===== config.mk =====
export PLATFORM = sky130hd
export DESIGN_NAME = fir_coeff_ctrl
export DESIGN_NICKNAME = d
export VERILOG_FILES = /design/src/rtl/fir_coeff_ctrl.sv
export SDC_FILE = /design/constraint.sdc
export NUM_CORES = 2
export LEC_CHECK = 0
export CORE_MARGIN = 2
export CORE_UTILIZATION = 40
export DETAILED_ROUTE_END_ITERATION = 8
export HOLD_SLACK_MARGIN = 0.1
export PLACE_DENSITY = 0.63
export SYNTH_ARGS = -nofsm -noshare
export SYNTH_HDL_FRONTEND = slang
export SYNTH_SLANG_ARGS = --single-unit

===== constraint.sdc =====
create_clock -name clk -period 2.5 [get_ports clk]
set_input_delay 0.75 -clock clk [delete_from_list [all_inputs] [get_ports clk]]
set_output_delay 0.75 -clock clk [all_outputs]
set_load 0.02 [all_outputs]

===== src/rtl/fir_coeff_ctrl.sv =====
// fir_coeff_ctrl: double-buffered FIR coefficient store. Software writes the
// shadow bank through a level-based 4-phase handshake, arms a commit, and the
// banks swap at the next video frame start. Every frame, the active bank is
// streamed out to the convolution engine one coefficient per cycle.
module fir_coeff_ctrl #(
  parameter int N_COEFF = 25,
  parameter int COEFF_W = 16,
  parameter bit POL_VS  = 1'b1
) (
  input  logic               clk,
  input  logic               rst,
  input  logic               vs_i,
  input  logic [7:0]         axi_addr_i,
  input  logic [31:0]        axi_data_i,
  input  logic               axi_wr_strobe_i,
  output logic               axi_wr_ack_o,
  input  logic               axi_rd_strobe_i,
  output logic               axi_rd_ack_o,
  output logic [31:0]        axi_rdata_o,
  output logic [COEFF_W-1:0] coeff_o,
  output logic [4:0]         coeff_idx_o,
  output logic               coeff_valid_o,
  output logic               busy_o
);

  localparam int                 IDX_W      = $clog2(N_COEFF);
  localparam logic [5:0]         N_IDX      = 6'(N_COEFF);
  localparam logic [4:0]         LAST_IDX   = 5'(N_COEFF - 1);
  localparam logic [COEFF_W-1:0] CENTER_VAL = COEFF_W'(16'h0100);

  typedef enum logic [1:0] {
    IDLE,
    SWAP,
    STREAM
  } state_t;

  state_t             state;
  logic               bank_sel;
  logic               pending;
  logic [COEFF_W-1:0] bank [2][N_COEFF];

  logic [1:0]  wr_sync;
  logic [1:0]  rd_sync;
  logic        wr_prev;
  logic        rd_prev;
  logic        wr_req;
  logic        rd_req;
  logic [5:0]  word_idx;
  logic        shadow_sel;
  logic        commit_req;
  logic [31:0] rd_value;
  logic [4:0]  next_idx;

  logic        vs_c;
  logic        vs_d;
  logic        frame_start;

  logic        unused_bits;

  assign word_idx    = axi_addr_i[7:2];
  assign wr_req      = wr_sync[1] & ~wr_prev;
  assign rd_req      = rd_sync[1] & ~rd_prev;
  assign vs_c        = POL_VS ? vs_i : ~vs_i;
  assign frame_start = vs_c & ~vs_d;
  assign commit_req  = wr_req && (word_idx == N_IDX) && axi_data_i[0];
  assign next_idx    = coeff_idx_o + 5'd1;
  assign busy_o      = (state == STREAM);
  assign unused_bits = ^{axi_addr_i[1:0], axi_data_i[31:COEFF_W]};

  // During the swap cycle bank_sel has not flipped yet, so the bank that is
  // about to become shadow is the one bank_sel currently names.
  assign shadow_sel = (state == SWAP) ? bank_sel : ~bank_sel;

  // Read mux: active coefficients, then the status word, then zeros.
  always_comb begin
    rd_value = '0;
    if (word_idx < N_IDX) begin
      rd_value = 32'(bank[bank_sel][word_idx[IDX_W-1:0]]);
    end else if (word_idx == N_IDX) begin
      rd_value = {30'd0, bank_sel, pending};
    end
  end

  // Strobe synchronizers, edge history and the acknowledge levels.
  always_ff @(posedge clk or negedge rst) begin
    if (!rst) begin
      wr_sync      <= '0;
      rd_sync      <= '0;
      wr_prev      <= 1'b0;
      rd_prev      <= 1'b0;
      axi_wr_ack_o <= 1'b0;
      axi_rd_ack_o <= 1'b0;
      vs_d         <= 1'b0;
    end else begin
      wr_sync <= {wr_sync[0], axi_wr_strobe_i};
      rd_sync <= {rd_sync[0], axi_rd_strobe_i};
      wr_prev <= wr_sync[1];
      rd_prev <= rd_sync[1];
      vs_d    <= vs_c;
      if (!wr_sync[1]) begin
        axi_wr_ack_o <= 1'b0;
      end else if (wr_req) begin
        axi_wr_ack_o <= 1'b1;
      end
      if (!rd_sync[1]) begin
        axi_rd_ack_o <= 1'b0;
      end else if (rd_req) begin
        axi_rd_ack_o <= 1'b1;
      end
    end
  end

  // Read data is captured once per request and held until the next read.
  always_ff @(posedge clk or negedge rst) begin
    if (!rst) begin
      axi_rdata_o <= '0;
    end else if (rd_req) begin
      axi_rdata_o <= rd_value;
    end
  end

  // Coefficient banks: reset to a unity-gain centre tap, writes go to shadow.
  always_ff @(posedge clk or negedge rst) begin
    if (!rst) begin
      for (int b = 0; b < 2; b++) begin
        for (int i = 0; i < N_COEFF; i++) begin
          bank[b][i] <= (i == N_COEFF / 2) ? CENTER_VAL : '0;
        end
      end
    end else if (wr_req && (word_idx < N_IDX)) begin
      bank[shadow_sel][word_idx[IDX_W-1:0]] <= axi_data_i[COEFF_W-1:0];
    end
  end

  // Frame FSM: optional bank swap, then one pass over the active bank.
  always_ff @(posedge clk or negedge rst) begin
    if (!rst) begin
      state         <= IDLE;
      bank_sel      <= 1'b0;
      pending       <= 1'b0;
      coeff_valid_o <= 1'b0;
      coeff_idx_o   <= '0;
      coeff_o       <= '0;
    end else begin
      case (state)
        IDLE: begin
          coeff_valid_o <= 1'b0;
          coeff_idx_o   <= '0;
          coeff_o       <= '0;
          if (frame_start) begin
            if (pending) begin
              state <= SWAP;
            end else begin
              state         <= STREAM;
              coeff_valid_o <= 1'b1;
              coeff_o       <= bank[bank_sel][0];
            end
          end
        end
        SWAP: begin
          bank_sel      <= ~bank_sel;
          pending       <= 1'b0;
          state         <= STREAM;
          coeff_valid_o <= 1'b1;
          coeff_idx_o   <= '0;
          coeff_o       <= bank[~bank_sel][0];
        end
        STREAM: begin
          if (coeff_idx_o == LAST_IDX) begin
            state         <= IDLE;
            coeff_valid_o <= 1'b0;
            coeff_idx_o   <= '0;
            coeff_o       <= '0;
          end else begin
            coeff_idx_o <= next_idx;
            coeff_o     <= bank[bank_sel][next_idx[IDX_W-1:0]];
          end
        end
        default: begin
          state         <= IDLE;
          coeff_valid_o <= 1'b0;
          coeff_idx_o   <= '0;
          coeff_o       <= '0;
        end
      endcase
      if (commit_req) begin
        pending <= 1'b1;
      end
    end
  end

endmodule


# Yosys cells after proc, flatten, opt, wreduce, memory -nomap -nowiden

Index checks and enable logic that the tools add are counted.

Flip-flop bits (word level): 867
Bits of input ports: 45
Output and inout port bits: 57

Multiplexer cells: 40
Equal/unequal tests: 8
Add/sub/neg operators: 1
Magnitude comparators: 8
Reductions and logical operators: 8
Bitwise operators: 12

Operators with widths:

| operator              | count |
|---|---|
| $mux W400             | 7 |
| $bwmux W800           | 1 |
| $demux W400 S1        | 1 |
| $bmux W16 S5          | 2 |
| $mux W16              | 8 |
| $demux W16 S5         | 1 |
| $pmux W16 S3          | 1 |
| $mux W32              | 1 |
| $ge A6 B6 Y1 const B  | 2 |
| $not A5 Y6            | 2 |
| $mux W1               | 10 |
| $mux W5               | 2 |
| $mux W2               | 4 |
| $eq A6 B5 Y1 const B  | 1 |
| $ge A2 B2 Y1 const B  | 3 |
| $lt A6 B1 Y1 const B  | 1 |
| $lt A6 B5 Y1 const B  | 1 |
| $ne A2 B1 Y1 const B  | 3 |
| $not A1 Y2            | 3 |
| $pmux W2 S3           | 1 |
| $add A5 B1 Y5 const B | 1 |
| $eq A5 B5 Y1 const B  | 1 |
| $logic_and A1 B1 Y1   | 5 |
| $not A1 Y1            | 4 |
| other kinds (9)       | 11 |

# Longest topological paths before layout

Depth after elaboration: 9
Mapped depth: 10

# Worst setup path before layout

Ideal clock, no wire load.

Path kind: input-to-reg
Start: input axi_addr_i[4]
End: register bank[453] (netlist name)
Data required time: 2.375 ns
Path buffers: 1
Stages: 6
Library setup time: 0.125 ns
Path slack: -0.005 ns
Data arrival time: 2.380 ns
Path through: o311ai_2 -> and2_1 -> nand3_4 -> nor3_4 -> buf_4 -> mux2_2

Cells in the longest elaborated chain, start to end: 8
Elaborated cells on any way between the ends: 11

Ends and longest elaborated chain:

| item                                                                      | RTL line | RTL |
|---|---|---|
| from (decl)                                                               | 13       | `input logic [7:0] axi_addr_i,` |
| $not A5 Y6 (not written as such)                                          | 131      | `bank[shadow_sel][word_idx[IDX_W-1:0]] <= axi_data_i[COEFF_W-1:0];` |
| $ge A6 B6 Y1 (not written as such) / $lt A6 B1 Y1 (equally long branches) | 131      |  |
| $logic_and A1 B1 Y1 (not written as such)                                 | 131      |  |
| $mux W16 (not written as such)                                            | 131      |  |
| $demux W16 S5                                                             | 131      |  |
| $mux W400 (not written as such)                                           | 131      |  |
| $demux W400 S1                                                            | 131      |  |
| $bwmux W800                                                               | 131      |  |
| to (signal, indexed assignment)                                           | 127      | `bank[b][i] <= (i == N_COEFF / 2) ? CENTER_VAL : '0;` |
| to (signal, indexed assignment)                                           | 131      |  |
| to (decl)                                                                 | 40       | `logic [COEFF_W-1:0] bank [2][N_COEFF];` |

Several ways; a longest one is shown, not always the timed one.
A chain may end at the register's enable or synchronous reset.

# Worst setup path in the final report

Start: register bank_sel
End: register coeff_o[15]

Cells in the longest elaborated chain, start to end: 9
Elaborated cells on any way between the ends: 16

Ends and longest elaborated chain:

| item                                         | RTL line | RTL |
|---|---|---|
| from (decl)                                  | 38       | `logic bank_sel;` |
| from (signal assigned)                       | 161      | `bank_sel <= ~bank_sel;` |
| $not A1 Y2 (not written as such)             | 156, 176 |  |
| $mux W400 (not written as such) (3 in a row) | 156, 176 |  |
| $bmux W16 S5                                 | 176      | `coeff_o <= bank[bank_sel][next_idx[IDX_W-1:0]];` |
| $mux W16 (not written as such) (2 in a row)  | 176      |  |
| $mux W16                                     | 169      | `if (coeff_idx_o == LAST_IDX) begin` |
| $pmux W16 S3 *                               | 145      | `case (state)` |
| to (signal assigned)                         | 156      | `coeff_o <= bank[bank_sel][0];` |
| to (signal assigned)                         | 166      | `coeff_o <= bank[~bank_sel][0];` |
| to (signal assigned)                         | 176      |  |
| to (decl)                                    | 20       | `output logic [COEFF_W-1:0] coeff_o,` |

Every way passes the cells marked *; elsewhere a longest branch is shown, timed or not. The select of a mux whose other input is x is not followed.

==> metrics.txt <==
initial core utilization 0.403; CTS Buffer Depth 3; Post-Route WL 155 mm; RSZ-0062 raised after global routing true; CP required 3.00 ns; Net Sw Power 14.2 mW; Setup WS post-layout -0.267 ns; Flop pwr share 0.337; global-route wire length before repair 222 mm; Pre-Repair DR Iteration Count 5; share of cells above drive strength 1 0.568; Iteration-0 DRC Markers 3254; Synth Flop Type dfrtp_1; combinational group share of total power 0.343; Die Height 341 um; residual DRC count 0; Reg clk slew, reported paths 0.06 ns; vias in the first global route 32056; Skew-Pair Late Insertion Delay 0.69 ns; gr usage total 0.260; fillers 9251; TritonCTS clock tree done; Die W 341 um; largest net degree at the start of global routing 103; I/O Buffers 67; ys async rst share 1.00; cts bufs inserted 94; placed inst area 51400 sq um; Worst Setup SP bank_sel; dpl ws -0.564 ns; register area 21300 sq um; Hold Path Origin rd_sync[0]; Root Buffer clkbuf_16; post-synthesis sequential area ratio 0.469; core box area 113000 sq um; MaxCap Viol Count 0; Pins Over Slew Limit 0; syn_area_per_cell 15.4 sq um; cell total after placement 4651; Max transition margin 0.298; final hold vios 0; Yosys reg bits 851; Peak Freq 0.361 GHz; Finished Core Util 0.502; Internal 31.1 mW; Worst Path Arrival 3.27 ns; initial antenna violation count 4; run status finished with violations; failing checks negative setup slack; Slew @ Worst Pin 1.05 ns; nets@finish 3371; dpl hpwl 102 mm; final setup vio count 716; Synth Instances 2951; LEAKAGE 26.0 nW; P&R area growth vs syn 24.4%; worst reg2reg path startpoint bank_sel; placer congestion estimate 0.897; worst hold path class register to register; H-Tree Level Count 3; post-synthesis cell area 45400 sq um; Crit Path Max Fanout 10; VDD IR max 0.748 mV; Crit Path Category register to register; Post-synth EDFFs 0; multi-input logic area 23200 sq um; Overflow after GRT 0; clock network power share 0.320; Post-Layout Cell Count 4905; CP Capture Type register; vias post-DR 30598; CP startpoint kind register; IO Pins 102; synth warn 0; Tmin final 2.77 ns; drt wl/cell 31.5 um; clock net sink count 851; Rows 123; Power Density 801 nW/um^2; Netlist cell types 73; Sw Ratio 0.313; Max Clock Skew 0.0299 ns; die area 116000 sq um; remaining antenna violation count 0; fin crit share 1.11; Vias per Instance 6.24; Post-Layout Inst Area 56600 sq um; total power 45.3 mW
==> worst max-delay path: stages, from the launching register on <==
cell and delay, ns:
dfrtp_4 0.50, buf_4 0.17, clkbuf_16 0.17, buf_16 0.15
mux4_2 0.51, mux4_2 0.57, a22oi_2 0.17, buf_4 0.17
nand4_1 0.16
==> cells by family after synthesis <==
logic type,Yosys count,share of synthesized area
multiplexers,1327,0.428
flip-flops,851,0.469
buffers and inverters,317,0.0356
AND/OR/NAND/NOR,251,0.0340
AO/OA/AOI/OAI,198,0.0318
XOR/XNOR,4,0.00118
adder cells (fa/ha/maj),2,0.000551
other,1,0.0000825
==> through the flow <==
stage / hold WS (ns) / TNS, ns
6_report: 0.362 / -53.24
5_1_grt: 0.376 / -73.58
4_1_cts: 0.364 / -9.89
3_5_place_dp: 0.342 / -311.86
3_3_place_gp: 0.344 / -302.09
2_1_floorplan: 0.331 / 0
==> final timing paths <==
kind	end	slack, ns	depth (start not counted)
worst min-delay path	rd_sync[1]	0.36	0
worst min register to register	rd_sync[1]	0.36	0
worst max-delay path	coeff_o[15]	-0.27	8
max in group asynchronous	bank[477]	0.96	3
min in group asynchronous	axi_rdata_o[0]	0.59	2
worst max register to register	coeff_o[15]	-0.27	8
==> placed cells by master, fill, tap and decap left out, drive strengths merged, types with 5 or more instances in the layout <==
cell	instances
a2bb2oi	5
mux2i	80
a31oi	10
a221o	18
clkinv	17
or2	5
and2	6
a211oi	5
nor3	5
clkbuf	155
and3	8
inv	12
a22oi	38
a21oi	31
nor2b	10
o22ai	17
conb	16
mux2	837
dlygate4sd2	18
dfrtp	849
nor2	24
mux4	410
nand2	101
nor3b	5
o21ai	21
a221oi	8
bufinv	9
clkdlybuf4s50	33
a22o	15
nand3	52
nand2b	7
buf	499
clkinvlp	5
nand4	11
==> routing by layer <==
layer / track usage / up-vias / share of wire
met3: 0.0536 / 376 / 0.080
met1: 0.352 / 16547 / 0.40
li1: - / 12230 / -
met4: 0.117 / 0 / 0.050
met2: 0.404 / 1445 / 0.47
met5: 0 / - / 0
==> final cells by class <==
class / instances / share of cell area
Multi-Input combinational cell: 1798 / 0.410
Sequential cell: 851 / 0.377
Inverter: 8 / 0.000642
Antenna cell: 3 / 0.000133
Tap cell: 1500 / 0.0332
Clock inverter: 35 / 0.00770
Timing Repair Buffer: 571 / 0.123
Clock buffer: 139 / 0.0491
==> timing repair <==
action / CTS / global route
hold buffers: 1 / 0
setup buffers: 13 / 38
hold endpoints to repair: 17 / 0
gates cloned: 9 / 16
pin swaps: 7 / 17
setup endpoints to repair: 539 / 608
resized for setup: 74 / 135
==> registers in the layout, indices dropped and copies added, names as in the netlist <==
signal / cells
axi_rd_ack_o: 1
axi_rdata_o: 16
axi_wr_ack_o: 1
bank: 800
bank_sel: 1
coeff_idx_o: 5
coeff_o: 16
coeff_valid_o: 1
pending: 1
rd_prev: 1
rd_sync: 2
state: 2
vs_d: 1
wr_prev: 1
wr_sync: 2
==> cells in the mapped netlist (11+ instances only) <==
master | number | area share
clkbuf_1 | 135 | 0.011
a221o_1 | 18 | 0.0040
buf_1 | 24 | 0.0020
nand2_1 | 94 | 0.0078
nand3_2 | 23 | 0.0051
o22ai_1 | 17 | 0.0023
buf_2 | 80 | 0.0088
nand3_1 | 19 | 0.0021
o21ai_0 | 19 | 0.0021
a22o_1 | 15 | 0.0029
mux2i_1 | 80 | 0.018
mux2_2 | 737 | 0.18
nor2_1 | 17 | 0.0014
mux2_1 | 100 | 0.025
buf_6 | 15 | 0.0037
mux4_2 | 410 | 0.20
a21oi_1 | 31 | 0.0034
nand4_1 | 11 | 0.0015
a22oi_1 | 38 | 0.0063
dfrtp_1 | 849 | 0.47
buf_4 | 54 | 0.0089
==> power groups by stage <==
| stage | combinational (mW) | sequential (mW) | clock (mW) |
|---|---|---|---|
| finish | 15.5 | 15.3 | 14.5 |
| global route | 16.2 | 15.4 | 15.3 |
| CTS | 14.6 | 15.3 | 14.7 |
| detailed placement | 13.3 | 15.5 | 0 |
| global placement | 13.1 | 15.4 | 0 |
| floorplan | 8.12 | 15.4 | 0 |
No activity file was read; power rests on OpenSTA's default activity.
